## src/rtl/proc_pkg.sv

```systemverilog
// Shared definitions for the program fetch unit.
// Holds bus widths, the reset PC, the fetch FSM states and the long-opcode test.
package proc_pkg;

    localparam int ADDR_W = 12;
    localparam int DATA_W = 8;
    localparam logic [ADDR_W-1:0] RESET_PC = 12'h000;

    typedef enum logic [1:0] {
        FETCH1 = 2'd0,
        FETCH2 = 2'd1,
        HOLD   = 2'd2
    } fetch_state_t;

    // Bit 7 of an instruction's first byte marks a two-byte instruction.
    function automatic logic is_long(input logic [DATA_W-1:0] b);
        return b[7];
    endfunction

endpackage

```

## src/rtl/pc_counter.sv

```systemverilog
// Program counter register with synchronous reset, load and increment.
// Ports: clock, reset, ld/target (load, wins over inc), inc (+1 mod 2^ADDR_W), q.
module pc_counter #(
    parameter int                ADDR_W   = 12,
    parameter logic [ADDR_W-1:0] RESET_PC = '0
) (
    input  logic              clock,
    input  logic              reset,
    input  logic              ld,
    input  logic [ADDR_W-1:0] target,
    input  logic              inc,
    output logic [ADDR_W-1:0] q
);

    logic [ADDR_W-1:0] r_pc;

    always_ff @(posedge clock) begin
        if (reset) begin
            r_pc <= RESET_PC;
        end else if (ld) begin
            r_pc <= target;
        end else if (inc) begin
            // Natural wrap: 0xFFF + 1 -> 0x000.
            r_pc <= r_pc + 1'b1;
        end
    end

    assign q = r_pc;

endmodule

```

## src/rtl/program_fetch.sv

```systemverilog
// Program fetch: reads the async ROM at pc, assembles 1/2-byte instructions.
// Ports: clock/reset, pc/program_byte (ROM), ld_pc/pc_target (redirect), instr_* (valid/ready out).
module program_fetch #(
    parameter int                ADDR_W   = proc_pkg::ADDR_W,
    parameter int                DATA_W   = proc_pkg::DATA_W,
    parameter logic [ADDR_W-1:0] RESET_PC = proc_pkg::RESET_PC
) (
    input  logic              clock,
    input  logic              reset,
    output logic [ADDR_W-1:0] pc,
    input  logic [DATA_W-1:0] program_byte,
    input  logic              ld_pc,
    input  logic [ADDR_W-1:0] pc_target,
    output logic              instr_valid,
    input  logic              instr_ready,
    output logic [DATA_W-1:0] instr_byte0,
    output logic [DATA_W-1:0] instr_byte1,
    output logic              instr_long,
    output logic [ADDR_W-1:0] instr_pc
);

    import proc_pkg::*;

    fetch_state_t      r_state;
    fetch_state_t      w_next;
    logic              w_inc;
    logic              w_cap0;
    logic              w_cap1;
    logic [ADDR_W-1:0] w_pc;

    logic              r_valid;
    logic [DATA_W-1:0] r_byte0;
    logic [DATA_W-1:0] r_byte1;
    logic              r_long;
    logic [ADDR_W-1:0] r_ipc;

    pc_counter #(
        .ADDR_W   (ADDR_W),
        .RESET_PC (RESET_PC)
    ) u_pc (
        .clock  (clock),
        .reset  (reset),
        .ld     (ld_pc),
        .target (pc_target),
        .inc    (w_inc),
        .q      (w_pc)
    );

    // A redirect abandons whatever is in flight, including a held
    // instruction that is being handshaken on the same edge.
    always_comb begin
        w_next = r_state;
        w_inc  = 1'b0;
        w_cap0 = 1'b0;
        w_cap1 = 1'b0;
        if (ld_pc) begin
            w_next = FETCH1;
        end else begin
            case (r_state)
                FETCH1: begin
                    w_inc  = 1'b1;
                    w_cap0 = 1'b1;
                    w_next = is_long(program_byte) ? FETCH2 : HOLD;
                end
                FETCH2: begin
                    w_inc  = 1'b1;
                    w_cap1 = 1'b1;
                    w_next = HOLD;
                end
                HOLD: begin
                    if (instr_ready) begin
                        w_next = FETCH1;
                    end
                end
                default: begin
                    w_next = FETCH1;
                end
            endcase
        end
    end

    always_ff @(posedge clock) begin
        if (reset) begin
            r_state <= FETCH1;
            r_valid <= 1'b0;
            r_byte0 <= '0;
            r_byte1 <= '0;
            r_long  <= 1'b0;
            r_ipc   <= '0;
        end else begin
            r_state <= w_next;
            r_valid <= (w_next == HOLD);
            if (w_cap0) begin
                r_byte0 <= program_byte;
                r_byte1 <= '0;
                r_long  <= is_long(program_byte);
                r_ipc   <= w_pc;
            end
            if (w_cap1) begin
                r_byte1 <= program_byte;
            end
        end
    end

    assign pc          = w_pc;
    assign instr_valid = r_valid;
    assign instr_byte0 = r_byte0;
    assign instr_byte1 = r_byte1;
    assign instr_long  = r_long;
    assign instr_pc    = r_ipc;

endmodule

```

## config.mk

```make
export PLATFORM = sky130hd
export DESIGN_NAME = program_fetch
export DESIGN_NICKNAME = d
export VERILOG_FILES = /design/src/rtl/proc_pkg.sv /design/src/rtl/pc_counter.sv /design/src/rtl/program_fetch.sv
export SDC_FILE = /design/constraint.sdc
export NUM_CORES = 1
export LEC_CHECK = 0
export ABC_AREA = 1
export BUFFER_PORTS_ARGS = -buffer_cell sky130_fd_sc_hd__buf_2
export CORE_ASPECT_RATIO = 0.9
export CORE_UTILIZATION = 35
export CTS_BUF_LIST = sky130_fd_sc_hd__clkbuf_8 sky130_fd_sc_hd__clkbuf_16
export CTS_CLUSTER_DIAMETER = 150
export DETAILED_ROUTE_END_ITERATION = 12
export GPL_TIMING_DRIVEN = 0
export PLACE_DENSITY = 0.69
export SETUP_SLACK_MARGIN = 0.02
export SYNTH_ARGS = -nofsm -noshare
export SYNTH_HDL_FRONTEND = slang
export SYNTH_SLANG_ARGS = --single-unit
```

## constraint.sdc

```tcl
create_clock -name clock -period 1.2 [get_ports clock]
set_input_delay 0.06 -clock clock [delete_from_list [all_inputs] [get_ports clock]]
set_output_delay 0.06 -clock clock [all_outputs]
set_load 0.01 [all_outputs]
```

Word level (Yosys, flattened, before mapping)
Cells that the tools add are included.
{"block": "word_totals", "out_inout_bits": 42, "ff_bits": 44, "wordCells": 29, "ram_bits": 0, "in_bits": 24, "memories": 0, "mem_bits_ro": 0, "latch_bits": 0}
{"block": "classes", "addsub": 1, "bitwise": 0, "multipliers": 0, "eq_ne": 3, "reduce_logical": 4, "muxes": 14, "shifts": 0, "order_cmp": 0, "div_mod_pow": 0}
{"operator": "$mux 12", "n": 2}
{"operator": "$mux 8", "n": 2}
{"operator": "$add 12x1->12 const B", "n": 1}
{"operator": "$mux 1", "n": 6}
{"operator": "$mux 2", "n": 3}
{"operator": "$pmux 2 s3", "n": 1}
{"operator": "$eq 2x2->1 const B", "n": 2}
{"operator": "$reduce_bool 2->1", "n": 2}
{"operator": "$eq 2x1->1 const B", "n": 1}
{"operator": "$logic_not 2->1", "n": 1}
{"operator": "$reduce_or 2->1", "n": 1}

Depth between registers and ports, before layout
{"block": "logic_depth", "word_depth": 6, "ltp_mapped": 7, "depth_no_buf": 7}

By module
From an unflattened synthesis, not the netlist that was laid out.
{"block": "unflattened", "cells_unflattened": 291, "area_unflattened_um2": 2108.3}
{"mod": "program_fetch", "seq_area_each_um2": 620.6, "instances": 1, "area_each_um2": 1372.6, "cells_per_inst": 181}
{"mod": "pc_counter", "seq_area_each_um2": 240.2, "instances": 1, "area_each_um2": 735.7, "cells_per_inst": 110}

Worst setup path after synthesis
OpenSTA, ideal clock, no wires.
{"block": "synth_path", "path_type": "register -> register", "startpoint": "register u_pc.r_pc[1], in the netlist u_pc.q[1]", "endpoint": "register u_pc.r_pc[10], in the netlist u_pc.q[10]", "t_arrival_ns": 1.177, "synth_period_minus_slack_ns": 1.311, "slack_ns": -0.111, "required_time_ns": 1.066, "stages_incl_launch_ff": 7, "path_cell_list": "dfxtp_1 ha_1 nand3_1 nor2_1 nand3_1 nand3_1 a21oi_1"}
{"block": "synth_between", "elab_chain_cells": 3}
{"element": "start: declaration", "line": "pc_counter.sv:15", "source": "logic [ADDR_W-1:0] r_pc;"}
{"element": "start signal: assignment", "line": "pc_counter.sv:21", "source": "r_pc <= target;"}
{"element": "start signal: assignment", "line": "pc_counter.sv:24", "source": "r_pc <= r_pc + 1'b1;"}
{"element": "$add 12x1->12", "line": "pc_counter.sv:24"}
{"element": "$mux 12", "line": "pc_counter.sv:22", "source": "end else if (inc) begin"}
{"element": "$mux 12", "line": "pc_counter.sv:20", "source": "end else if (ld) begin"}
No other way between the ends. The select of a mux whose other input is x is not followed.
A chain may end at the register's enable or synchronous reset.

Worst setup path in the final report
{"block": "layout_path", "startpoint": "register u_pc.r_pc[1], in the netlist u_pc.q[1]", "endpoint": "register u_pc.r_pc[5], in the netlist u_pc.q[5]"}
The elaborated chain is that of the path after synthesis.

==> results.sh <==
export IMPL_status="finished, violations left"
export IMPL_violations="negative setup slack"
export IMPL_drt_first_iter_violations=128
export IMPL_drt_wl_total_um=5232
export IMPL_antenna_violations_before_repair=0
export IMPL_setup_repair_after_global_routing_missed_its_margin="yes"
export IMPL_mappedNetlistNets=274
export IMPL_fin_worst_skew_ps=7.165
export IMPL_drc=0
export IMPL_syn_to_final_growth_pct=38.23
export IMPL_total_leakage_power_nw=1.181
export IMPL_power_sequential_fraction_pct=50.3
export IMPL_synth_seq_cells=43
export IMPL_yosys_area_top_type_share_pct=46.39
export IMPL_die_area_um2=5597
export IMPL_post_dp_hpwl_um=3675
export IMPL_hold_worst_slack_ps=19.72
export IMPL_maximum_vdd_drop_mv=0.5898
export IMPL_ctsHtreeMaxLevel=2
export IMPL_worstMarginPinSlew_ps=578.7
export IMPL_swShare_pct=28.11
export IMPL_report_final_setup_viol=1
export IMPL_slew_viol_final=0
export IMPL_layout_area_seq_um2=882.1
export IMPL_syn_area_um2=1856
export IMPL_synth_top_cell_by_area="sky130_fd_sc_hd__dfxtp_1"
export IMPL_globalRoute_totalOverflow=0
export IMPL_cp_max_fanout=4
export IMPL_netSwitchingPower_w=0.0008885
export IMPL_clk_pin_slew_worst_paths_ps=80
export IMPL_arrival_time_worst_endpoint_ps=1450
export IMPL_power_share_combinational_pct=17.2
export IMPL_multi_input_area_um2=910.9
export IMPL_detail_route_antenna_nets=0
export IMPL_port_buffers=65
export IMPL_timing_final_crit_share_pct=101.5
export IMPL_antenna_cells=0
export IMPL_critical_path_startpoint_type="flip-flop"
export IMPL_global_route_wire_length_before_repair_um=8390
export IMPL_final_setup_margin_ps=-18.22
export IMPL_setup_worst_path_end_class="flip-flop"
export IMPL_ys_flop_type="sky130_fd_sc_hd__dfxtp_1"
export IMPL_cts_buffers_inserted=5
export IMPL_worstSkewPairLatency_ps=300
export IMPL_synthDistinctLibCells=23
export IMPL_worst_ep_required_time_ps=1430
export IMPL_design_portCount=66
export IMPL_synth_edff_count=0
export IMPL_synth_cells_most_frequent="43 x sky130_fd_sc_hd__dfxtp_1, 41 x sky130_fd_sc_hd__nand2_1, 38 x sky130_fd_sc_hd__nor2_1"
export IMPL_max_slew_margin_pct=61.42
export IMPL_max_clock_path_buffers=2
export IMPL_asyncSetResetFlopFracSynth_pct=0
export IMPL_final_period_minus_worst_setup_slack_ps=1218
export IMPL_cellPowerDensity_nw_per_um2=1232
export IMPL_grt_start_max_net_pins=14
export IMPL_floorplan_rows=24
export IMPL_worst_setup_path_category="flip-flop to flip-flop"
export IMPL_synthMostInstantiatedCell="sky130_fd_sc_hd__dfxtp_1"
export IMPL_fp_dieH_um=71.08
export IMPL_power_report_internal_total_w=0.002273
export IMPL_synth_yosys_seq_area_share_pct=46.39
export IMPL_grt_pass1_vias=1753
export IMPL_grt_usage_pct=19.51
export IMPL_maxCapViolCount=0
export IMPL_clock_tree_from_tritoncts="built"
export IMPL_core_area_um2=4985
export IMPL_drive_above_1_share_pct=36.97
export IMPL_max_clock_freq_mhz=820.9
export IMPL_hold_viol_final=0
export IMPL_vias=1880
export IMPL_die_x_um=78.75
export IMPL_yosys_warnings=0
export IMPL_initial_utilization_pct=37.22
export IMPL_cts_sinks=43
export IMPL_postSynthCellCount=249
export IMPL_final_net_count=354
export IMPL_drt_first_pass_iters=4
export IMPL_worstHoldPathCells=3
export IMPL_synthTopCellsByArea="sky130_fd_sc_hd__dfxtp_1 46%, sky130_fd_sc_hd__nand2_1 8.3%, sky130_fd_sc_hd__o21ai_0 8.1%"
export IMPL_setup_tns_ps=-18.22
export IMPL_postSynthAreaPerCell_um2=7.452
export IMPL_worst_hold_path_type="input port to flip-flop"
export IMPL_ff2ff_path_depth=6
export IMPL_gp_congestion=0.8603
export IMPL_vias_per_cell=4.759
export IMPL_wl_per_cell_um=13.25
export IMPL_share_clk_of_total_power_pct=32.5
export IMPL_cts_root_buf="sky130_fd_sc_hd__clkbuf_8"
export IMPL_fillCellCount=502
## registers in the layout, summed over array words and instances (netlist names)
name / flops
instr_valid: 1
instr_pc: 12
instr_byte0: 8
u_pc.q: 12
r_state: 2
instr_byte1: 8
## per-stage QoR
step                cell area, um2  utilization (%)  cells  worst slack, ps  power [W]
floorplan                     1866                -    249            21.16   0.001887
global placement              2272            45.58    379           -152.4   0.002087
detailed placement            2272            45.58    379           -154.7   0.002094
CTS                           2491            49.97    395            7.133   0.003155
global route                  2565            51.46    395           -85.68   0.003308
finish                        2565            51.46    395           -18.22   0.003161
## cell usage in the layout (no fill, tap or decap), drive strengths merged
| cell type | n |
|---|---|
| buf | 82 |
| a31oi | 1 |
| ha | 1 |
| nand2 | 42 |
| o21ai | 30 |
| a21oi | 26 |
| nor2 | 40 |
| clkbuf | 9 |
| a2111oi | 2 |
| inv | 24 |
| nand3 | 22 |
| dlygate4sd3 | 1 |
| clkinvlp | 1 |
| dfxtp | 43 |
| nand4 | 1 |
| xor2 | 3 |
| a22o | 2 |
## metal layers
layer	global-route usage (%)	share of wire, %	up-vias
met2	28.79	45	50
met5	0	0	-
li1	-	-	970
met3	3.742	4.2	4
met1	27.69	50	856
met4	8.230	1.3	0
## logic make-up after synthesis
| group | after synthesis | synth area share, % |
|---|---|---|
| XOR/XNOR | 3 | 1.416 |
| adder cells (fa/ha/maj) | 1 | 0.6742 |
| buffers and inverters | 36 | 9.710 |
| AND/OR/NAND/NOR | 105 | 24.28 |
| flip-flops | 43 | 46.39 |
| AO/OA/AOI/OAI | 61 | 17.53 |
## repair_timing
action / in CTS / in global routing
setup endpoints to repair: 30 / 37
gates cloned: 0 / 0
pin swaps: 3 / 7
gates resized for setup: 14 / 22
buffers inserted: 7 / 0
hold buffers: 1 / 0
hold endpoints to repair: 1 / 0
## worst paths after layout
check / startpoint / end / slack, ps
min: program_byte[2] / instr_byte0[2] / 20
max reg2reg: u_pc.q[1] / u_pc.q[5] / -20
max: u_pc.q[1] / u_pc.q[5] / -20
min reg2reg: instr_byte1[6] / instr_byte1[6] / 460
## critical path: stages, from the launching register on
cell and delay, ps:
sky130_fd_sc_hd__dfxtp_4 370, sky130_fd_sc_hd__buf_4 130, sky130_fd_sc_hd__nand3_2 130, sky130_fd_sc_hd__nor2_4 160, sky130_fd_sc_hd__xor2_1 170, sky130_fd_sc_hd__nand2_1 80, sky130_fd_sc_hd__a21oi_2 100
## power groups by stage
stage / Sequential, W / Clock (W) / Combinational [W]
after floorplan: 0.00165 / 0 / 0.000236
after global placement: 0.00162 / 0 / 0.000466
after detailed placement: 0.00162 / 0 / 0.000474
after CTS: 0.00159 / 0.00105 / 0.000519
after global routing: 0.00160 / 0.00110 / 0.000602
final: 0.00159 / 0.00103 / 0.000544
## cell type report
cell class,count,area share [%]
Sequential cell,43,34.39
Timing Repair Buffer,73,15.76
Clock buffer,7,3.756
Tap cell,65,3.171
Clock inverter,1,0.2927
Buffer,12,3.610
Multi-Input combinational cell,170,35.51
Inverter,24,3.512
No activity file was read; power rests on OpenSTA's default activity.
